[config.mk]
export PLATFORM = sky130hd
export DESIGN_NAME = sreg_tx_arbiter_flat
export DESIGN_NICKNAME = d
export VERILOG_FILES = /design/src/rtl/sreg_tx_arbiter_pkg.sv /design/src/rtl/sreg_tx_arbiter_if.sv /design/src/rtl/sreg_tx_arbiter_rr_arb2.sv /design/src/rtl/sreg_tx_arbiter.sv /design/src/flat_wrapper.sv
export SDC_FILE = /design/constraint.sdc
export NUM_CORES = 1
export LEC_CHECK = 0
export ABC_AREA = 1
export BUFFER_PORTS_ARGS = -buffer_cell sky130_fd_sc_hd__buf_2
export CORE_MARGIN = 5
export CORE_UTILIZATION = 48
export CTS_BUF_LIST = sky130_fd_sc_hd__clkbuf_4
export DETAILED_ROUTE_END_ITERATION = 10
export GPL_TIMING_DRIVEN = 1
export PLACE_DENSITY = 0.83
export SYNTH_ARGS = -nofsm -noshare
export SYNTH_HDL_FRONTEND = slang
export SYNTH_SLANG_ARGS = --single-unit
[constraint.sdc]
create_clock -name clk -period 1.49 [get_ports clk]
set_input_delay 0.447 -clock clk [delete_from_list [all_inputs] [get_ports clk]]
set_output_delay 0.447 -clock clk [all_outputs]
set_load 0.01 [all_outputs]
[src/rtl/sreg_tx_arbiter_pkg.sv]
// Shared definitions for the shift-register transmit arbiter: FSM state
// encoding and the default word width.
package sreg_ctrl_pkg;

    localparam int SREG_DEFAULT_N = 8;

    typedef logic [1:0] state_t;

    localparam state_t ST_IDLE  = 2'd0;
    localparam state_t ST_LOAD  = 2'd1;
    localparam state_t ST_SHIFT = 2'd2;
    localparam state_t ST_DONE  = 2'd3;

endpackage

[src/rtl/sreg_tx_arbiter_if.sv]
// Bundle of the two requester handshakes and the shift-register control
// lines; slave is the arbiter side, master the producer/consumer side.
interface sreg_tx_arbiter_if
    import sreg_ctrl_pkg::*;
    #(parameter int N = SREG_DEFAULT_N) ();

    logic         a_valid;
    logic [N-1:0] a_data;
    logic         a_ready;
    logic         b_valid;
    logic [N-1:0] b_data;
    logic         b_ready;
    logic         sr_load;
    logic         sr_shift;
    logic [N-1:0] sr_d;
    logic         sr_sin;
    logic         owner;
    logic         busy;
    logic         done;

    modport slave (
        input  a_valid, a_data, b_valid, b_data,
        output a_ready, b_ready, sr_load, sr_shift, sr_d, sr_sin, owner, busy, done
    );

    modport master (
        output a_valid, a_data, b_valid, b_data,
        input  a_ready, b_ready, sr_load, sr_shift, sr_d, sr_sin, owner, busy, done
    );

endinterface

[src/rtl/sreg_tx_arbiter_rr_arb2.sv]
// Combinational two-way round-robin grant. On a tie the requester that did
// not own the previous frame wins; gnt_id is 1 when B is granted.
module rr_arb2 (
    input  logic [1:0] req,
    input  logic       last_owner,
    output logic [1:0] gnt,
    output logic       gnt_id
);

    assign gnt_id = req[1] & (~req[0] | ~last_owner);
    assign gnt    = {req[1] & gnt_id, req[0] & ~gnt_id};

endmodule

[src/rtl/sreg_tx_arbiter.sv]
// Time-shares one parallel-load shift register between requesters A and B:
// accept a word, pulse load, shift N times, pulse done, then arbitrate again.
module sreg_tx_arbiter
    import sreg_ctrl_pkg::*;
    #(parameter int N = SREG_DEFAULT_N) (
    input logic              clk,
    input logic              reset,
    sreg_tx_arbiter_if.slave bus
);

    localparam int            CW       = $clog2(N);
    localparam logic [CW-1:0] LAST_BIT = CW'(N - 1);

    state_t        state;
    logic [CW-1:0] bit_cnt;
    logic [N-1:0]  sr_d_q;
    logic          owner_q;
    logic          last_owner;
    logic [1:0]    gnt;
    logic          gnt_id;
    logic          grant_open;
    logic          accept;

    rr_arb2 u_arb (
        .req        ({bus.b_valid, bus.a_valid}),
        .last_owner (last_owner),
        .gnt        (gnt),
        .gnt_id     (gnt_id)
    );

    // Ready is only offered in IDLE and never while reset is held, so no
    // word can be committed on the edge that aborts everything.
    assign grant_open  = (state == ST_IDLE) && !reset;
    assign bus.a_ready = grant_open & gnt[0];
    assign bus.b_ready = grant_open & gnt[1];
    assign accept      = grant_open & (gnt != 2'b00);

    always_ff @(posedge clk) begin
        // NOTE: state updates use non-blocking assignments so every register
        // samples the pre-edge values regardless of statement order.
        if (reset) begin
            state      <= ST_IDLE;
            bit_cnt    <= '0;
            sr_d_q     <= '0;
            owner_q    <= 1'b0;
            last_owner <= 1'b1;
        end else begin
            case (state)
                ST_IDLE: begin
                    if (accept) begin
                        sr_d_q     <= gnt_id ? bus.b_data : bus.a_data;
                        owner_q    <= gnt_id;
                        last_owner <= gnt_id;
                        state      <= ST_LOAD;
                    end
                end
                ST_LOAD: begin
                    bit_cnt <= '0;
                    state   <= ST_SHIFT;
                end
                ST_SHIFT: begin
                    if (bit_cnt == LAST_BIT) begin
                        state <= ST_DONE;
                    end else begin
                        bit_cnt <= bit_cnt + CW'(1);
                    end
                end
                default: state <= ST_IDLE;
            endcase
        end
    end

    // Strobes are pure state decodes: no input reaches them combinationally.
    assign bus.sr_load  = (state == ST_LOAD);
    assign bus.sr_shift = (state == ST_SHIFT);
    assign bus.done     = (state == ST_DONE);
    assign bus.busy     = (state != ST_IDLE);
    assign bus.sr_d     = sr_d_q;
    assign bus.owner    = owner_q;
    assign bus.sr_sin   = 1'b0;

endmodule

[src/flat_wrapper.sv]
// flat-port wrapper written by rule: the top's interface ports become plain ports
module sreg_tx_arbiter_flat import sreg_ctrl_pkg::*;
#(parameter int N = SREG_DEFAULT_N)
  (clk, reset, bus_a_valid, bus_a_data, bus_b_valid, bus_b_data, bus_a_ready, bus_b_ready, bus_sr_load, bus_sr_shift, bus_sr_d, bus_sr_sin, bus_owner, bus_busy, bus_done);
  sreg_tx_arbiter_if #(.N(N)) bus_i ();
  input logic clk;
  input logic reset;
  input wire logic [$bits(bus_i.a_valid)-1:0] bus_a_valid;
  input wire logic [$bits(bus_i.a_data)-1:0] bus_a_data;
  input wire logic [$bits(bus_i.b_valid)-1:0] bus_b_valid;
  input wire logic [$bits(bus_i.b_data)-1:0] bus_b_data;
  output wire logic [$bits(bus_i.a_ready)-1:0] bus_a_ready;
  output wire logic [$bits(bus_i.b_ready)-1:0] bus_b_ready;
  output wire logic [$bits(bus_i.sr_load)-1:0] bus_sr_load;
  output wire logic [$bits(bus_i.sr_shift)-1:0] bus_sr_shift;
  output wire logic [$bits(bus_i.sr_d)-1:0] bus_sr_d;
  output wire logic [$bits(bus_i.sr_sin)-1:0] bus_sr_sin;
  output wire logic [$bits(bus_i.owner)-1:0] bus_owner;
  output wire logic [$bits(bus_i.busy)-1:0] bus_busy;
  output wire logic [$bits(bus_i.done)-1:0] bus_done;
  assign bus_i.a_valid = bus_a_valid;
  assign bus_i.a_data = bus_a_data;
  assign bus_i.b_valid = bus_b_valid;
  assign bus_i.b_data = bus_b_data;
  assign bus_a_ready = bus_i.a_ready;
  assign bus_b_ready = bus_i.b_ready;
  assign bus_sr_load = bus_i.sr_load;
  assign bus_sr_shift = bus_i.sr_shift;
  assign bus_sr_d = bus_i.sr_d;
  assign bus_sr_sin = bus_i.sr_sin;
  assign bus_owner = bus_i.owner;
  assign bus_busy = bus_i.busy;
  assign bus_done = bus_i.done;
  sreg_tx_arbiter #(.N(N)) u_core (.clk(clk), .reset(reset), .bus(bus_i));
endmodule
# Word level (Yosys, flattened, before mapping)
# Cells that the tools add are included.
# W data, S select, Z words.
[totals]
regBits = 15
in_bits = 20
wordCells = 38
[classes]
add_sub_neg = 1
eq_ne = 7
muxes = 6
bitwise_logic = 10
n_reduce_logical = 9
[ops]
columns = ["cell", "n"]
rows = [
  ["$mux W8", 1],
  ["$and A1 B1 Y1", 6],
  ["$pmux W2 S3", 1],
  ["$pmux W3 S2", 1],
  ["$reduce_and A2 Y1", 3],
  ["$reduce_bool A2 Y1", 3],
  ["$eq A2 B2 Y1 const B", 2],
  ["$mux W2", 2],
  ["$ne A2 B1 Y1 const B", 2],
  ["$add A3 B1 Y3 const B", 1],
  ["$eq A3 B3 Y1 const B", 1],
  ["$mux W3", 1],
  ["$not A1 Y1", 3],
  ["$eq A2 B1 Y1 const B", 1],
  ["$logic_not A2 Y1", 1],
  ["$ne A2 B2 Y1 const B", 1],
  ["$logic_and A1 B1 Y1", 1],
  ["$logic_not A1 Y1", 1],
  ["$or A1 B1 Y1", 1],
]

# Depth between registers and ports, before layout
# Gate-level depths: netlist of run 1.
[depth]
word_depth = 9
depth_mapped = 9

# By module
# A second synthesis of run 1 with hierarchy kept.
[hier_totals]
cells_unflattened = 119
hier_area_um2 = 855.8
[by_module_without_submodules]
columns = ["mod", "n_inst", "cells_per_inst", "area_per_inst_um2", "seq_area_each_um2"]
rows = [
  ["sreg_tx_arbiter", 1, 114, 820.8, 300.3],
  ["rr_arb2", 1, 5, 35.0, 0.0],
]

# Worst setup path after synthesis of run 1
# Ideal clock, no wire load.
[synth_timing]
kind = "reg2out"
from = "register u_core.state[0]"
to = "output port bus_a_ready"
arrival_ns = 1.114
setup_slack_ns = -0.071
path_stages_with_launch = 7
cell_sequence = "dfxtp_1 -> inv_1 -> ha_1 -> inv_2 -> nor2_4 -> nand2_1 -> nor2_1"
[synth_via]
elab_chain_cells = 3
[synth_rtl]
columns = ["item", "line_no", "rtl"]
rows = [
  ["from (decl)", "sreg_tx_arbiter.sv:14", "state_t state;"],
  ["from (signal assigned)", "sreg_tx_arbiter.sv:42", "state <= ST_IDLE;"],
  ["from (signal assigned)", "sreg_tx_arbiter.sv:54", "state <= ST_LOAD;"],
  ["from (signal assigned)", "sreg_tx_arbiter.sv:59", "state <= ST_SHIFT;"],
  ["$logic_not A2 Y1", "sreg_tx_arbiter.sv:33", "assign grant_open = (state == ST_IDLE) && !reset;"],
  ["$logic_and A1 B1 Y1", "sreg_tx_arbiter.sv:33", ""],
  ["$and A1 B1 Y1", "sreg_tx_arbiter.sv:34", "assign bus.a_ready = grant_open & gnt[0];"],
  ["to (decl)", "flat_wrapper.sv:12", "output wire logic [$bits(bus_i.a_ready)-1:0] bus_a_ready;"],
]
# No other way between the ends.

# Final worst setup path of run 1
# Ends and elaborated chain as after synthesis.

==> results of run 1 <==
-- metrics by stage --
| stage | utilization, % | area, um^2 |
|---|---|---|
| global placement | 65.0 | 1090 |
| CTS | 73.0 | 1220 |
| floorplan | - | 846 |
| detailed placement | 65.0 | 1090 |
| global route | 76.9 | 1280 |
| finish | 76.9 | 1280 |
-- kinds of logic after synthesis --
family	Yosys count	synth area share (%)
and+or+nand+nor	64	34.9
adders and majority gates	7	10.7
DFF	15	36.5
AOI/OAI and AO/OA	16	10.0
buffers and inverters	15	7.46
other	1	0.456
-- worst max-delay path: stages (launching register included) --
cell and delay, ns:
dfxtp_2 0.34, inv_2 0.07, ha_4 0.13, inv_2 0.04
nor2_4 0.11, nand2_2 0.09, nor2_4 0.09, buf_6 0.10
-- path summary, 6_finish.rpt --
path | from | end | slack [ns]
worst min-delay path | u_core.bus.sr_d[3] | u_core.bus.sr_d[3] | 0.47
worst min register to register | u_core.bus.sr_d[3] | u_core.bus.sr_d[3] | 0.47
worst max register to register | u_core.state[0] | u_core.bit_cnt[0] | 0.06
worst max-delay path | u_core.state[0] | bus_a_ready | -0.22
-- sequential cells by signal, indices dropped and copies added (netlist names) --
| register | count |
|---|---|
| u_core.state | 2 |
| u_core.last_owner | 1 |
| u_core.bus.sr_d | 8 |
| u_core.bit_cnt | 3 |
| u_core.bus.owner | 1 |
-- report_power, final --
part	leakage (nW)	internal [mW]	switching (mW)
Sequential	0.123	0.480	0.0504
Clock	0.0184	0.122	0.139
Combinational	0.545	0.481	0.533
Total	0.686	1.08	0.722
-- what timing repair did --
action / CTS / global route
pin swaps: 5 / 4
endpoints found under the setup margin: 6 / 10
resized for setup: 10 / 14
buffers inserted: 8 / 3
-- metal layers --
metal	part of all wire (%)	GRT usage, %	vias up
met5	0	0	-
met3	8.9	3.79	10
met1	38	19.4	410
li1	-	-	469
met2	50	36.4	51
met4	3.1	4.37	0
-- cells in the final DEF, fill, tap and decap left out, drive strengths merged --
| master | netlist | layout |
|---|---|---|
| ha | 7 | 7 |
| nor2 | 4 | 4 |
| nand2 | 56 | 56 |
| nand3 | 4 | 4 |
| o21ai | 2 | 2 |
| o21bai | 1 | 1 |
| a21oi | 13 | 13 |
| clkinv | 1 | 1 |
| clkbuf | 1 | 4 |
| dfxtp | 15 | 15 |
| buf | 1 | 51 |
| inv | 12 | 12 |
| conb | 1 | 1 |
-- area by class of cell --
type,instances,area [um^2]
Clock buffer,4,30.0
Fill cell,122,385
Inverter,13,50.0
Multi-Input combinational cell,88,547
Sequential cell,15,303
Tap cell,17,21.3
Timing Repair Buffer,51,334
==> impl_metrics.ini, run 1 <==
[outcome]
status = finished with violations
violations = setup timing

[clocking]
cts_hold_buf = 0
insertion_delay_ns = 0.29
clock_sinks = 15
ctsHtreeMaxLevel = 1
cts_buffers = 3
tritoncts = done
cts.reportedPaths.clkPinSlew_ns = 0.10
clock-root-buffer = clkbuf_4
cts_max_path_buffers = 2

[sta]
rsz0062_at_grt = true
period_needed_ns = 1.71
holdWs_ns = 0.472
finalHoldViolations = 0
layout_setup_ws_ns = -0.223
max_freq_mhz = 584
period_share_pct = 115
setup-violations-final = 6
tns_ns = -0.734
skew_ns = 0.00893
drv_slew = 0

[grt]
grt_overflow_total = 0
grt_pass1_vias = 899
grt_pass1_wl_um = 3740
globalRouteTotalUtil_pct = 18.5
grt_max_degree = 12
antenna_found_initial = 0

[critical_path]
worstPathRequired_ns = 1.04
cp-start-kind = register
worst_setup_path_end_kind = primary output
r2r_cells = 9
crit_type = reg2out
critPathArrivalTime_ns = 1.27
path_max_fanout = 3

[pwr]
power.leakage_nw = 0.686
power_density_nw_per_um2 = 1400
power.total_mw = 1.80
peakVddDrop_mv = 0.963

[synth]
synth_warnings = 0
synth_area_leaders = dfxtp_1, nand2_1, ha_1
synth-seq-cells = 15
synth_top_area_share_pct = 36.5
ys_types = 18
synth.yosys.seq_area_share_pct = 36.5
yosysMostFrequentCell = nand2_1
synth_commonest_cells = nand2_1, dfxtp_1, a21oi_1, inv_1, ha_1
synth_area_per_cell_um2 = 6.97
synth_area_leader_cell = dfxtp_1
netlist_area_um2 = 822
synth_edf_count = 0
synth-async-reset-ratio_pct = 0
synthCells = 118
synth_flop_cell = dfxtp_1
synth_fp_nets = 145

[job]
drv_cap = 0

[placed_design]
place.gp.congestion = 0.760
hpwl_um = 1680
portBuffers = 34
placed_cells = 175
dpl_worst_slack_ns = 0.00675

[detailed_routing]
drt-pass1-iter-count = 4
drc = 0
wl_per_cell_um = 13.2
dr.first_iter.drc_count = 14
vias_per_cell = 5.00
ant_nets = 0
vias = 940
finalWirelength_um = 2480

[min_path]
hp-class = reg2reg
whs_path_depth = 2

[cells_and_area]
layout.nets = 199
syn2layout_area_growth_pct = 56.3
final_cells = 188
drive_above_1_share_pct = 45.6
n_antenna_cell = 0

[floorplanning]
core_um2 = 1670
ios = 36
die_y_um = 51.4
die_w_um = 51.4
dieArea_um2 = 2640
std_cell_rows = 15
initial_utilization_pct = 49.2
No activity file was read; power rests on OpenSTA's default activity.
==> run 2: changes to the inputs <==
clock period = 1.82 ns   (was 1.49 ns; I/O delays follow)
==> impl_metrics.ini, run 2 (same netlist as run 1, synthesis figures left out) <==
[detailed_routing]
wl_per_cell_um = 11.3
vias = 847
finalWirelength_um = 2040
drc = 0
drt-pass1-iter-count = 4
ant_nets = 0
vias_per_cell = 4.71
dr.first_iter.drc_count = 12

[critical_path]
critPathArrivalTime_ns = 1.29
cp-start-kind = register
worst_setup_path_end_kind = primary output
worstPathRequired_ns = 1.27
crit_type = reg2out
path_max_fanout = 3

[clocking]
ctsHtreeMaxLevel = 1
cts_max_path_buffers = 2
insertion_delay_ns = 0.28
cts.reportedPaths.clkPinSlew_ns = 0.08
cts_hold_buf = 0
cts_buffers = 3
tritoncts = done
clock_sinks = 15
clock-root-buffer = clkbuf_4

[min_path]
hp-class = reg2reg

[sta]
layout_setup_ws_ns = -0.0136
setup-violations-final = 2
drv_slew = 0
holdWs_ns = 0.460
period_needed_ns = 1.83
max_freq_mhz = 545
skew_ns = 0.00456
period_share_pct = 101
rsz0062_at_grt = true
finalHoldViolations = 0

[grt]
grt_pass1_wl_um = 3040
globalRouteTotalUtil_pct = 15.4
antenna_found_initial = 0
grt_overflow_total = 0
grt_max_degree = 12
grt_pass1_vias = 742

[cells_and_area]
layout.nets = 191
layout_commonest_cell = nand2_1
fin_area_um2 = 1130
fill_cells = 147
n_antenna_cell = 0
final_cell_mix = nand2_1, buf_2, a21oi_1, dfxtp_1, buf_4
final_cells = 180
largest_reg_flops = 8
drive_above_1_share_pct = 37.4
syn2layout_area_growth_pct = 37.1

[placed_design]
placed_cells = 171
hpwl_um = 1540
place.gp.congestion = 0.808
portBuffers = 34
dpl_worst_slack_ns = 0.117
place_area_um2 = 1030

[floorplanning]
die_w_um = 51.4
ios = 36
std_cell_rows = 15
die_y_um = 51.4
core_um2 = 1670
initial_utilization_pct = 49.2
dieArea_um2 = 2640

[job]
drv_cap = 0

[outcome]
violations = setup timing
status = finished with violations

[pwr]
power.leakage_nw = 0.638
peakVddDrop_mv = 0.714
power_density_nw_per_um2 = 1120
-- run 2: where the power goes --
part	leakage, nW	total [mW]	switching [mW]	internal (mW)
clock network	0.0184	0.204	0.104	0.0999
registers	0.124	0.438	0.0397	0.398
logic	0.496	0.620	0.347	0.273
-- run 2: worst paths after layout --
kind                      from           endpoint  slack, ns  cells past startpoint
min reg2reg  u_core.last_owner  u_core.last_owner       0.46                      2
max            u_core.state[1]        bus_a_ready      -0.01                      7
min          u_core.last_owner  u_core.last_owner       0.46                      2
max reg2reg    u_core.state[1]  u_core.bit_cnt[1]       0.35                      8
-- run 2: area by class of cell --
class	instances	area (um^2)	share of cell area [%]
tap	17	21.3	1.89
multi-input combinational	88	475	42.2
inverter	13	55.1	4.88
timing repair buffer	43	238	21.1
clock buffer	4	30.0	2.66
sequential	15	308	27.3
-- run 2: critical path: stages (launching register included) --
cell     delay [ns]
dfxtp_4        0.36
inv_4          0.06
ha_4           0.14
inv_2          0.05
nor2_4         0.13
nand2_2        0.07
nor2_1         0.08
buf_2          0.13
-- run 2: repair_timing --
item                                   4_1_cts  5_1_grt
pin swaps                                    0        3
resized for setup                           11        0
cloned                                       0        0
setup endpoints to repair                    2        2
endpoints found under the hold margin        0        0
buffers inserted                             2        3
-- run 2: stage by stage --
step / utilization [%] / power [mW] / TNS, ns
floorplan: - / 0.779 / 0
global placement: 61.8 / 0.920 / 0
detailed placement: 61.8 / 0.945 / 0
CTS: 66.1 / 1.22 / -0.000895
global route: 67.5 / 1.36 / -0.216
finish: 67.5 / 1.26 / -0.0162
-- run 2: per-layer routing --
metal	vias up	routed length (um)	GRT usage, %
met5	-	0	0
met4	0	25	6.55
met3	2	77	3.79
met2	18	1100	26.7
met1	374	830	17.6
li1	453	-	-
==> run 3: changes to the inputs <==
CORE_MARGIN = 1.5   (was 5)
REMOVE_ABC_BUFFERS = 1   (was unset)
==> impl_metrics.ini, run 3 (same netlist as run 1, synthesis figures left out) <==
[sta]
setup-violations-final = 1
period_share_pct = 100
period_needed_ns = 1.83
skew_ns = 0.00285
layout_setup_ws_ns = -0.00500
max_freq_mhz = 548
rsz0062_at_grt = true
holdWs_ns = 0.466
tns_ns = -0.00500
drv_slew = 0
finalHoldViolations = 0

[critical_path]
crit_type = reg2out
r2r_slack_ns = 0.34
worst_setup_path_end_kind = primary output
critPathMaxStageDelay_ns = 0.37
worstPathRequired_ns = 1.27
cp-start-kind = register
path_max_fanout = 3
cp_slowest_cell = dfxtp_4
critPathArrivalTime_ns = 1.28
path_cells = inv_4 -> ha_4 -> inv_2 -> nor2_4 -> nand2_2 -> nor2_1 -> buf_2

[detailed_routing]
vias_per_cell = 4.95
drc = 3
wl_per_cell_um = 11.8
dr.first_iter.drc_count = 14
drt-pass1-iter-count = 9
ant_nets = 0
finalWirelength_um = 2140
vias = 896

[floorplanning]
dieArea_um2 = 1970
std_cell_rows = 14
die_y_um = 44.4
initial_utilization_pct = 52.7
ios = 36
core_um2 = 1560
die_w_um = 44.4

[outcome]
status = finished with violations
violations = DRC, setup timing

[cells_and_area]
final_cell_mix = nand2_1, buf_2, a21oi_1, dfxtp_1, buf_4
final_cells = 181
largest_reg_flops = 8
layout_commonest_cell = nand2_1
syn2layout_area_growth_pct = 41.1
n_antenna_cell = 0
layout.nets = 193
fill_cells = 121
fin_area_um2 = 1160
drive_above_1_share_pct = 39.4

[placed_design]
portBuffers = 34
place_area_um2 = 1030
placed_cells = 170
dpl_worst_slack_ns = 0.143
place.gp.congestion = 0.887
hpwl_um = 1410

[clocking]
cts_max_path_buffers = 2
tritoncts = done
clock_sinks = 15
clock-root-buffer = clkbuf_4
cts_buffers = 3
cts.reportedPaths.clkPinSlew_ns = 0.09
ctsHtreeMaxLevel = 1
cts_hold_buf = 0
insertion_delay_ns = 0.29

[grt]
grt_pass1_wl_um = 3310
globalRouteTotalUtil_pct = 23.1
grt_max_degree = 12
grt_overflow_total = 0
grt_pass1_vias = 800
antenna_found_initial = 0

[job]
drv_cap = 0

[pwr]
power.leakage_nw = 0.648
power_density_nw_per_um2 = 1130
peakVddDrop_mv = 0.536

[min_path]
hp-class = reg2reg
run 3: worst paths after layout:
path / start / end / depth (start not counted)
max: u_core.state[0] / bus_a_ready / 7
min reg2reg: u_core.bus.sr_d[3] / u_core.bus.sr_d[3] / 2
max reg2reg: u_core.state[0] / u_core.bit_cnt[2] / 8
min: u_core.bus.sr_d[3] / u_core.bus.sr_d[3] / 2
run 3: where the power goes:
group / switching [mW] / total (mW) / internal [mW]
sequential: 0.0439 / 0.442 / 0.398
combinational: 0.373 / 0.674 / 0.301
clock: 0.113 / 0.195 / 0.0817
total: 0.530 / 1.31 / 0.781
run 3: metal layers:
| layer | GRT usage, % | part of all wire [%] | wire length [um] |
|---|---|---|---|
| met1 | 25.8 | 41 | 886 |
| met2 | 41.5 | 52 | 1100 |
| met5 | 0 | 0 | 0 |
| met4 | 10.9 | 2.6 | 55 |
| met3 | 4.90 | 4.3 | 91 |
run 3: repair_timing:
action,CTS,global route
setup endpoints to repair,2,2
gates cloned,0,0
pin swaps,3,4
hold endpoints to repair,0,0
setup buffers,5,2
gates resized for setup,11,4
run 3: area by class of cell:
type / count / area [um^2] / area share (%)
multi-input combinational: 88 / 490 / 42.3
tap: 16 / 20.0 / 1.73
clock buffer: 3 / 22.5 / 1.94
timing repair buffer: 45 / 259 / 22.3
clock inverter: 1 / 5.00 / 0.432
inverter: 13 / 55.1 / 4.75
sequential: 15 / 308 / 26.5
run 3: worst max-delay path: cells and delay by family, from the launching register on:
family,cells,cell delay [ns]
flops,1,0.37
simple gates,3,0.25
buf+inv,3,0.23
fa+ha+maj,1,0.13
run 3: stage by stage:
stage / total power [mW] / util, %
2_1_floorplan: 0.775 / -
6_report: 1.31 / 74.4
3_3_place_gp: 0.925 / 66.1
3_5_place_dp: 0.943 / 66.1
5_1_grt: 1.40 / 74.4
4_1_cts: 1.24 / 72.1
